**config.mk**
```make
export PLATFORM = sky130hd
export DESIGN_NAME = stream_mux_arb
export DESIGN_NICKNAME = d
export VERILOG_FILES = /design/src/rtl/stream_mux_pkg.sv /design/src/rtl/stream_mux_arb_rr_arbiter.sv /design/src/rtl/stream_mux_arb.sv
export SDC_FILE = /design/constraint.sdc
export NUM_CORES = 1
export LEC_CHECK = 0
export CAP_MARGIN = 20
export CORE_ASPECT_RATIO = 2
export CORE_MARGIN = 2
export CORE_UTILIZATION = 40
export DETAILED_ROUTE_END_ITERATION = 8
export PLACE_DENSITY = 0.78
export SLEW_MARGIN = 10
export SYNTH_ARGS = -nofsm -noshare
export SYNTH_HDL_FRONTEND = slang
export SYNTH_SLANG_ARGS = --single-unit
```
**constraint.sdc**
```tcl
create_clock -name clk -period 5.5 [get_ports clk]
set_clock_uncertainty 0.05 [all_clocks]
set_input_delay 0.825 -clock clk [delete_from_list [all_inputs] [get_ports clk]]
set_output_delay 0.825 -clock clk [all_outputs]
set_load 0.03 [all_outputs]
```
**src/rtl/stream_mux_pkg.sv**
```systemverilog
// Shared types and helpers for the N-channel stream multiplexer.
package stream_mux_pkg;

    typedef enum logic {
        ARB_RR    = 1'b0,
        ARB_FIXED = 1'b1
    } arb_mode_t;

    typedef enum logic {
        ST_UNLOCKED = 1'b0,
        ST_LOCKED   = 1'b1
    } lock_state_t;

    // Channel-index width; a single channel still needs one bit of index.
    function automatic int clog2_min1(input int n);
        return (n <= 1) ? 1 : $clog2(n);
    endfunction

endpackage

```
**src/rtl/stream_mux_arb_rr_arbiter.sv**
```systemverilog
// Combinational channel arbiter: round-robin from ptr or fixed priority
// (channel 0 highest). While locked, only lock_ch can be granted.
module rr_arbiter
    import stream_mux_pkg::*;
#(
    parameter int N_CH     = 4,
    parameter int ARB_MODE = 0,
    parameter int CH_W     = 2
) (
    input  logic [N_CH-1:0] req,
    input  logic [CH_W-1:0] ptr,
    input  logic            lock,
    input  logic [CH_W-1:0] lock_ch,
    output logic [N_CH-1:0] grant,
    output logic [CH_W-1:0] grant_idx
);

    int  base;
    int  idx;
    logic found;

    // Pick the first requester at or after base, wrapping; pinned while locked.
    always_comb begin
        grant     = '0;
        grant_idx = '0;
        found     = 1'b0;
        base      = 0;
        idx       = 0;
        if (lock) begin
            for (int i = 0; i < N_CH; i++) begin
                if (CH_W'(i) == lock_ch && req[i]) begin
                    grant[i]  = 1'b1;
                    grant_idx = lock_ch;
                end
            end
        end else begin
            base = (ARB_MODE == int'(ARB_FIXED)) ? 0 : int'(ptr);
            if (base >= N_CH) begin
                base = 0;
            end
            for (int off = 0; off < N_CH; off++) begin
                idx = base + off;
                if (idx >= N_CH) begin
                    idx = idx - N_CH;
                end
                for (int i = 0; i < N_CH; i++) begin
                    if (i == idx && !found && req[i]) begin
                        grant[i]  = 1'b1;
                        grant_idx = CH_W'(i);
                        found     = 1'b1;
                    end
                end
            end
        end
    end

endmodule

```
**src/rtl/stream_mux_arb.sv**
```systemverilog
// N-channel valid/ready stream multiplexer with packet lock and a
// registered output stage.
//
// state       | meaning
// ST_UNLOCKED | between packets, arbiter free to pick any requester
// ST_LOCKED   | mid-packet, grant pinned to lock_ch until its last beat
module stream_mux_arb
    import stream_mux_pkg::*;
#(
    parameter  int N_CH     = 4,
    parameter  int W        = 8,
    parameter  int ARB_MODE = 0,
    localparam int CH_W     = clog2_min1(N_CH)
) (
    input  logic              clk,
    input  logic              rst_n,
    input  logic [N_CH-1:0]   in_valid,
    input  logic [N_CH*W-1:0] in_data,
    input  logic [N_CH-1:0]   in_last,
    output logic [N_CH-1:0]   in_ready,
    output logic              out_valid,
    output logic [W-1:0]      out_data,
    output logic              out_last,
    output logic [CH_W-1:0]   out_ch,
    input  logic              out_ready
);

    lock_state_t     state_q, state_d;
    logic [CH_W-1:0] lock_ch_q, lock_ch_d;
    logic [CH_W-1:0] rr_ptr_q, rr_ptr_d;
    logic [N_CH-1:0] grant;
    logic [CH_W-1:0] gnt_idx;
    logic            gnt_any;
    logic            load_en;
    logic            accept;
    logic            lock;
    logic [W-1:0]    sel_data;
    logic            sel_last;
    int              nxt_ptr;

    assign lock    = (state_q == ST_LOCKED);
    assign load_en = !out_valid || out_ready;
    assign gnt_any = |grant;
    assign accept  = load_en && gnt_any;
    // out_ready reaches in_ready combinationally so the stage can refill
    // in the same cycle it drains.
    assign in_ready = load_en ? grant : '0;

    rr_arbiter #(
        .N_CH     (N_CH),
        .ARB_MODE (ARB_MODE),
        .CH_W     (CH_W)
    ) u_arb (
        .req       (in_valid),
        .ptr       (rr_ptr_q),
        .lock      (lock),
        .lock_ch   (lock_ch_q),
        .grant     (grant),
        .grant_idx (gnt_idx)
    );

    // Route the granted channel's data and last flag.
    always_comb begin
        sel_data = '0;
        sel_last = 1'b0;
        for (int i = 0; i < N_CH; i++) begin
            if (gnt_idx == CH_W'(i)) begin
                sel_data = in_data[i*W +: W];
                sel_last = in_last[i];
            end
        end
    end

    // Packet-lock next state and round-robin pointer advance.
    always_comb begin
        state_d   = state_q;
        lock_ch_d = lock_ch_q;
        rr_ptr_d  = rr_ptr_q;
        nxt_ptr   = 0;
        case (state_q)
            ST_UNLOCKED: begin
                if (accept && !sel_last) begin
                    state_d   = ST_LOCKED;
                    lock_ch_d = gnt_idx;
                end
            end
            ST_LOCKED: begin
                if (accept && sel_last) begin
                    state_d = ST_UNLOCKED;
                end
            end
            default: state_d = ST_UNLOCKED;
        endcase
        if (ARB_MODE == int'(ARB_RR) && accept && sel_last) begin
            nxt_ptr = int'(gnt_idx) + 1;
            if (nxt_ptr >= N_CH) begin
                nxt_ptr = 0;
            end
            rr_ptr_d = CH_W'(nxt_ptr);
        end
    end

    // Lock and pointer state registers.
    always_ff @(posedge clk or negedge rst_n) begin
        if (!rst_n) begin
            state_q   <= ST_UNLOCKED;
            lock_ch_q <= '0;
            rr_ptr_q  <= '0;
        end else begin
            state_q   <= state_d;
            lock_ch_q <= lock_ch_d;
            rr_ptr_q  <= rr_ptr_d;
        end
    end

    // Output stage: refill whenever empty or draining, hold under backpressure.
    always_ff @(posedge clk or negedge rst_n) begin
        if (!rst_n) begin
            out_valid <= 1'b0;
            out_data  <= '0;
            out_last  <= 1'b0;
            out_ch    <= '0;
        end else if (load_en) begin
            out_valid <= gnt_any;
            if (gnt_any) begin
                out_data <= sel_data;
                out_last <= sel_last;
                out_ch   <= gnt_idx;
            end
        end
    end

endmodule

```
### Word level (Yosys, flattened, before mapping)

Cells that the tools add are included.
W data, S select, Z words.

* order comparisons: 5
* reductions and logical operators: 65
* equal/unequal tests: 18
* $add $sub $neg: 8
* multiplexer cells: 91
* bitwise gates (word level): 1

Operator list (number)
* $eq A3 B32 Y1 const A: 8
* $mux W32: 8
* $eq A2 B32 Y1 const A: 4
* $logic_not A32 Y1: 4
* $ge A32 B4 Y1 const B: 3
* $sub A32 B4 Y32 const B: 3
* $mux W1: 56
* $mux W2: 20
* $logic_and A1 B1 Y1: 38
* $mux W8: 4
* $logic_not A1 Y1: 17
* $mux W4: 2
* $add A2 B1 Y3 const B: 2
* $add A2 B2 Y3 const B: 2
* $eq A2 B2 Y1 const A: 2
* $eq A2 B2 Y1 const B: 2
* $logic_not A2 Y1: 2
* $reduce_and A2 Y1: 2
* $reduce_or A4 Y1: 1
* $sub A2 B3 Y4 const B: 1
* $ge A2 B3 Y1 const B: 1
* $ge A3 B3 Y1 const B: 1
* $eq A1 B2 Y1 const A: 1
* $eq A2 B1 Y1 const B: 1
* other kinds (3): 3

* word-level logic and storage cells: 195
* output and inout port bits: 16
* input bits: 43
* register bits after elaboration: 17

### Longest topological paths before layout

* word-level depth: 91
* gate-level depth with buffers: 14
* gate-level depth less buffers: 12

### Modules after synthesis

From an unflattened synthesis, not the netlist that was laid out.

* cell total of the unflattened synthesis: 157
* area, all modules: 1239.9 sq um

Modules (own cells, without submodules)
* stream_mux_arb: area each 1061.0 sq um, cells an instance 125, instances 1, seq. area each 425.4 sq um
* rr_arbiter: area each 178.9 sq um, cells an instance 32, instances 1, seq. area each 0.0 sq um

### Least setup slack after synthesis

OpenSTA, ideal clock, no wires.

* path kind: in2reg
* start: input in_valid[1]
* end: register lock_ch_q[0]
* required time: 5.322 ns
* buffers on the path: 1
* path slack: 1.660 ns
* setup time: 0.128 ns
* data arrival time: 3.662 ns
* cell stages on the path: 12
* cell sequence: or4b_1 o311a_1 a22oi_1 inv_1 ha_1 nor2b_1 clkbuf_1 a221oi_1 nor3_1 a21oi_1 nor3b_4 mux2_1

* longest elaborated chain between the ends: 81
* elaborated cells on any way between the ends: 121
* those cells by class: eq/ne: 3; mux: 68; reduce/logical: 50

RTL lines
* start, declared: line stream_mux_arb.sv:17 `input logic [N_CH-1:0] in_valid,`
* $logic_and A1 B1 Y1: line stream_mux_arb_rr_arbiter.sv:47 `if (i == idx && !found && req[i]) begin`
* $mux W1: line stream_mux_arb_rr_arbiter.sv:47
* $mux W1: line stream_mux_arb_rr_arbiter.sv:29 `if (lock) begin`
* $logic_not A1 Y1: line stream_mux_arb_rr_arbiter.sv:47
* $logic_and A1 B1 Y1 (2 in series): line stream_mux_arb_rr_arbiter.sv:47
* $mux W1: line stream_mux_arb_rr_arbiter.sv:47
* $mux W1: line stream_mux_arb_rr_arbiter.sv:29
* $logic_not A1 Y1: line stream_mux_arb_rr_arbiter.sv:47
* [62 not listed]
* $mux W2: line stream_mux_arb_rr_arbiter.sv:47
* $mux W2 (*): line stream_mux_arb_rr_arbiter.sv:29
* named net gnt_idx[0]: line stream_mux_arb.sv:32 `logic [CH_W-1:0] gnt_idx;`
* $logic_not A2 Y1: line stream_mux_arb.sv:67 `if (gnt_idx == CH_W'(i)) begin`
* $mux W1 (4 in series): line stream_mux_arb.sv:67
* $logic_not A1 Y1: line stream_mux_arb.sv:82 `if (accept && !sel_last) begin`
* $logic_and A1 B1 Y1: line stream_mux_arb.sv:82
* $reduce_and A2 Y1 (no line)
* end signal, assigned: line stream_mux_arb.sv:111 `lock_ch_q <= lock_ch_d;`
* end, declared: line stream_mux_arb.sv:29 `logic [CH_W-1:0] lock_ch_q, lock_ch_d;`

The timed path passes the listed nets; every way through them passes the cells marked *. The select of a mux whose other input is x is not followed.
A chain may end at the register's enable or synchronous reset.

### Worst setup path after layout

Ends and elaborated chain as after synthesis.

==> impl_metrics.env <==
export IMPL_avgSynthCellArea_um2=8.64
export IMPL_hpwl_um=2970
export IMPL_cts_sinks=17
export IMPL_yosys_most_used_dff="dfrtp_1"
export IMPL_wl_um=3500
export IMPL_r2r_setup_slack_ns=1.94
export IMPL_synth_edff_count=0
export IMPL_worstMarginPinSlew_ns=0.863
export IMPL_dr_pass1_iters=4
export IMPL_postCtsSetupBuffers=0
export IMPL_drive_above_1_share=0.0900
export IMPL_yosys_register_bits=17
export IMPL_setup_tns_ns=0
export IMPL_clock_path_buffers=2
export IMPL_finalSetupViolCount=0
export IMPL_antenna_found_initial=0
export IMPL_antenna_cells=0
export IMPL_row_count=29
export IMPL_drc=0
export IMPL_max_freq_ghz=0.228
export IMPL_fin_crit_sh=0.799
export IMPL_numCtsBuffers=3
export IMPL_worstSetupPathType="primary input to register"
export IMPL_areaGrowthSynthToFinish_pct=48.2
export IMPL_drt_iter0_markers=38
export IMPL_grt_use_total=0.201
export IMPL_end_kind="register"
export IMPL_dp_slack_ns=0.851
export IMPL_async_flop_share=1.00
export IMPL_cts_tree="yes"
export IMPL_grt_pass1_vias=1317
export IMPL_slew_viol_final=0
export IMPL_yosys_warnings=0
export IMPL_globalplace_congestion=0.949
export IMPL_io_buffers=58
export IMPL_drv_cap=0
export IMPL_hold_worst_slack_ns=0.447
export IMPL_grt_max_degree=19
export IMPL_clk_latency_ns=0.25
export IMPL_num_vias=1305
export IMPL_synth_cells=148
export IMPL_cts_root_buffer="clkbuf_8"
export IMPL_hold_violations=0
export IMPL_p_total_mw=1.11
export IMPL_vias_per_cell=5.65
export IMPL_crit_required_ns=5.58
export IMPL_crit_arrival_ns=4.48
export IMPL_start_kind="primary input"
export IMPL_grt_pass1_wl_um=5700
export IMPL_status="complete, no violations"
export IMPL_ctsHoldBuffers=0
export IMPL_htreeDepth=1
export IMPL_finalWorstSetupSlack_ns=1.11
export IMPL_yosysUniqueCellTypes=41
export IMPL_powerDensity_mw_per_mm2=586
export IMPL_fillers=295
export IMPL_wl_per_cell_um=15.1
export IMPL_syn_nets=195
export IMPL_io_pins=59
export IMPL_core_mm2=0.00312
export IMPL_detail_route_antenna_nets=0
export IMPL_rsz0062_at_grt="no"
export IMPL_p_leak_nw=0.769
export IMPL_fp_dieW_um=44.0
export IMPL_die_y_um=84.0
export IMPL_timing_critical_path_fanout_max=11
export IMPL_ir_drop_mv=0.348
export IMPL_layout_nets=248
export IMPL_cts_clk_slew_worst_paths_ns=0.06
export IMPL_initial_utilization=0.410
export IMPL_die_area_mm2=0.00369
export IMPL_ys_seq_area_frac=0.333
export IMPL_slew_headroom=0.425
export IMPL_cts_resized=0
export IMPL_finalCriticalPeriod_ns=4.39
export IMPL_grt_overflow=0
export IMPL_worstHoldPathType="register to register"
export IMPL_syn_cell_area_mm2=0.00128
-- worst paths after layout --
kind,startpoint,end,cells after the start
worst max-delay path,in_valid[1],lock_ch_q[0],11
worst min-delay path,out_data[6],out_data[6],2
worst max register to register,lock,lock_ch_q[0],11
worst min register to register,out_data[6],out_data[6],2
max in group asynchronous,rst_n,rr_ptr_q[0],1
min in group asynchronous,rst_n,lock_ch_q[0],1
-- per-stage QoR --
| stage | std cells | util | cell area, µm² |
|---|---|---|---|
| finish | 231 | 0.607 | 1900 |
| global route | 231 | 0.607 | 1900 |
| CTS | 231 | 0.607 | 1900 |
| detailed placement | 227 | 0.593 | 1850 |
| global placement | 227 | 0.593 | 1850 |
| floorplan | 148 | - | 1280 |
-- final cells by class --
type                    instances  area [µm²]  share of cell area
multi-input cells             114         778               0.411
repair buffers                 58         581               0.306
flip-flops and latches         17         425               0.224
clock buffers                   3        41.3              0.0218
well taps                      31        38.8              0.0205
inverters                       7        26.3              0.0139
clock inverters                 1        5.00             0.00264
-- cell usage in the layout, fill, tap and decap left out, types with 2 or more instances in the layout --
cell type | Yosys | layout
dfrtp_1 | 17 | 17
nor2_1 | 12 | 12
o211ai_1 | 2 | 2
ha_1 | 4 | 4
nor2b_1 | 5 | 5
a21oi_1 | 16 | 16
nand2_1 | 11 | 11
o311a_1 | 2 | 2
inv_1 | 6 | 6
clkdlybuf4s50_1 | 0 | 58
nor3_1 | 2 | 2
a21o_1 | 2 | 2
mux2_4 | 2 | 2
and2_1 | 3 | 3
mux2i_1 | 2 | 2
clkbuf_8 | 0 | 3
a22oi_1 | 8 | 8
o21ai_0 | 14 | 14
mux2_2 | 6 | 6
mux2_1 | 2 | 2
nand3_1 | 2 | 2
nand2b_1 | 2 | 2
-- Yosys cell counts, types with 4 or more instances --
master    number  area share
dfrtp_1       17        0.33
a21oi_1       16       0.063
o21ai_0       14       0.055
nor2_1        12       0.035
nand2_1       11       0.032
a22oi_1        8       0.047
clkbuf_1       6       0.018
inv_1          6       0.018
mux2_2         6       0.053
nor2b_1        5       0.024
ha_1           4       0.039
-- where the power goes --
| group | leakage, nW | total [mW] | switching (mW) | internal [mW] |
|---|---|---|---|---|
| Clock | 0.0255 | 0.0888 | 0.0387 | 0.0501 |
| Sequential | 0.208 | 0.256 | 0.0687 | 0.187 |
| Combinational | 0.536 | 0.766 | 0.418 | 0.348 |
| Total | 0.769 | 1.11 | 0.525 | 0.585 |
-- logic make-up (layout without fill, tap and decap cells) --
| family | Yosys count | after routing | synth area share |
|---|---|---|---|
| mux | 12 | 12 | 0.110 |
| flops | 17 | 17 | 0.333 |
| simple gates | 45 | 45 | 0.187 |
| buf+inv | 17 | 69 | 0.0587 |
| fa+ha+maj | 4 | 4 | 0.0391 |
| compound gates | 53 | 53 | 0.273 |
-- routing by layer --
metal,wire length (µm),GRT usage,vias to the layer above
met5,0,0,-
met4,78,0.0634,0
met3,243,0.0303,8
met2,2040,0.401,68
met1,1140,0.189,592
li1,-,-,637
-- critical path: stages --
cell             delay [ns]
clkdlybuf4s50_1        0.53
or4b_1                 0.59
o311a_1                0.30
a22oi_1                0.40
ha_1                   0.44
nor2b_1                0.21
a221oi_1               0.27
nor3_1                 0.08
a21oi_1                0.24
nor3b_4                0.26
mux2_1                 0.33
-- flip-flops by register name (all words and copies together) (netlist names) --
register	flops
out_valid	1
rr_ptr_q	2
out_ch	2
out_data	8
lock	1
lock_ch_q	2
out_last	1
Power figures use the tool's default switching activity.
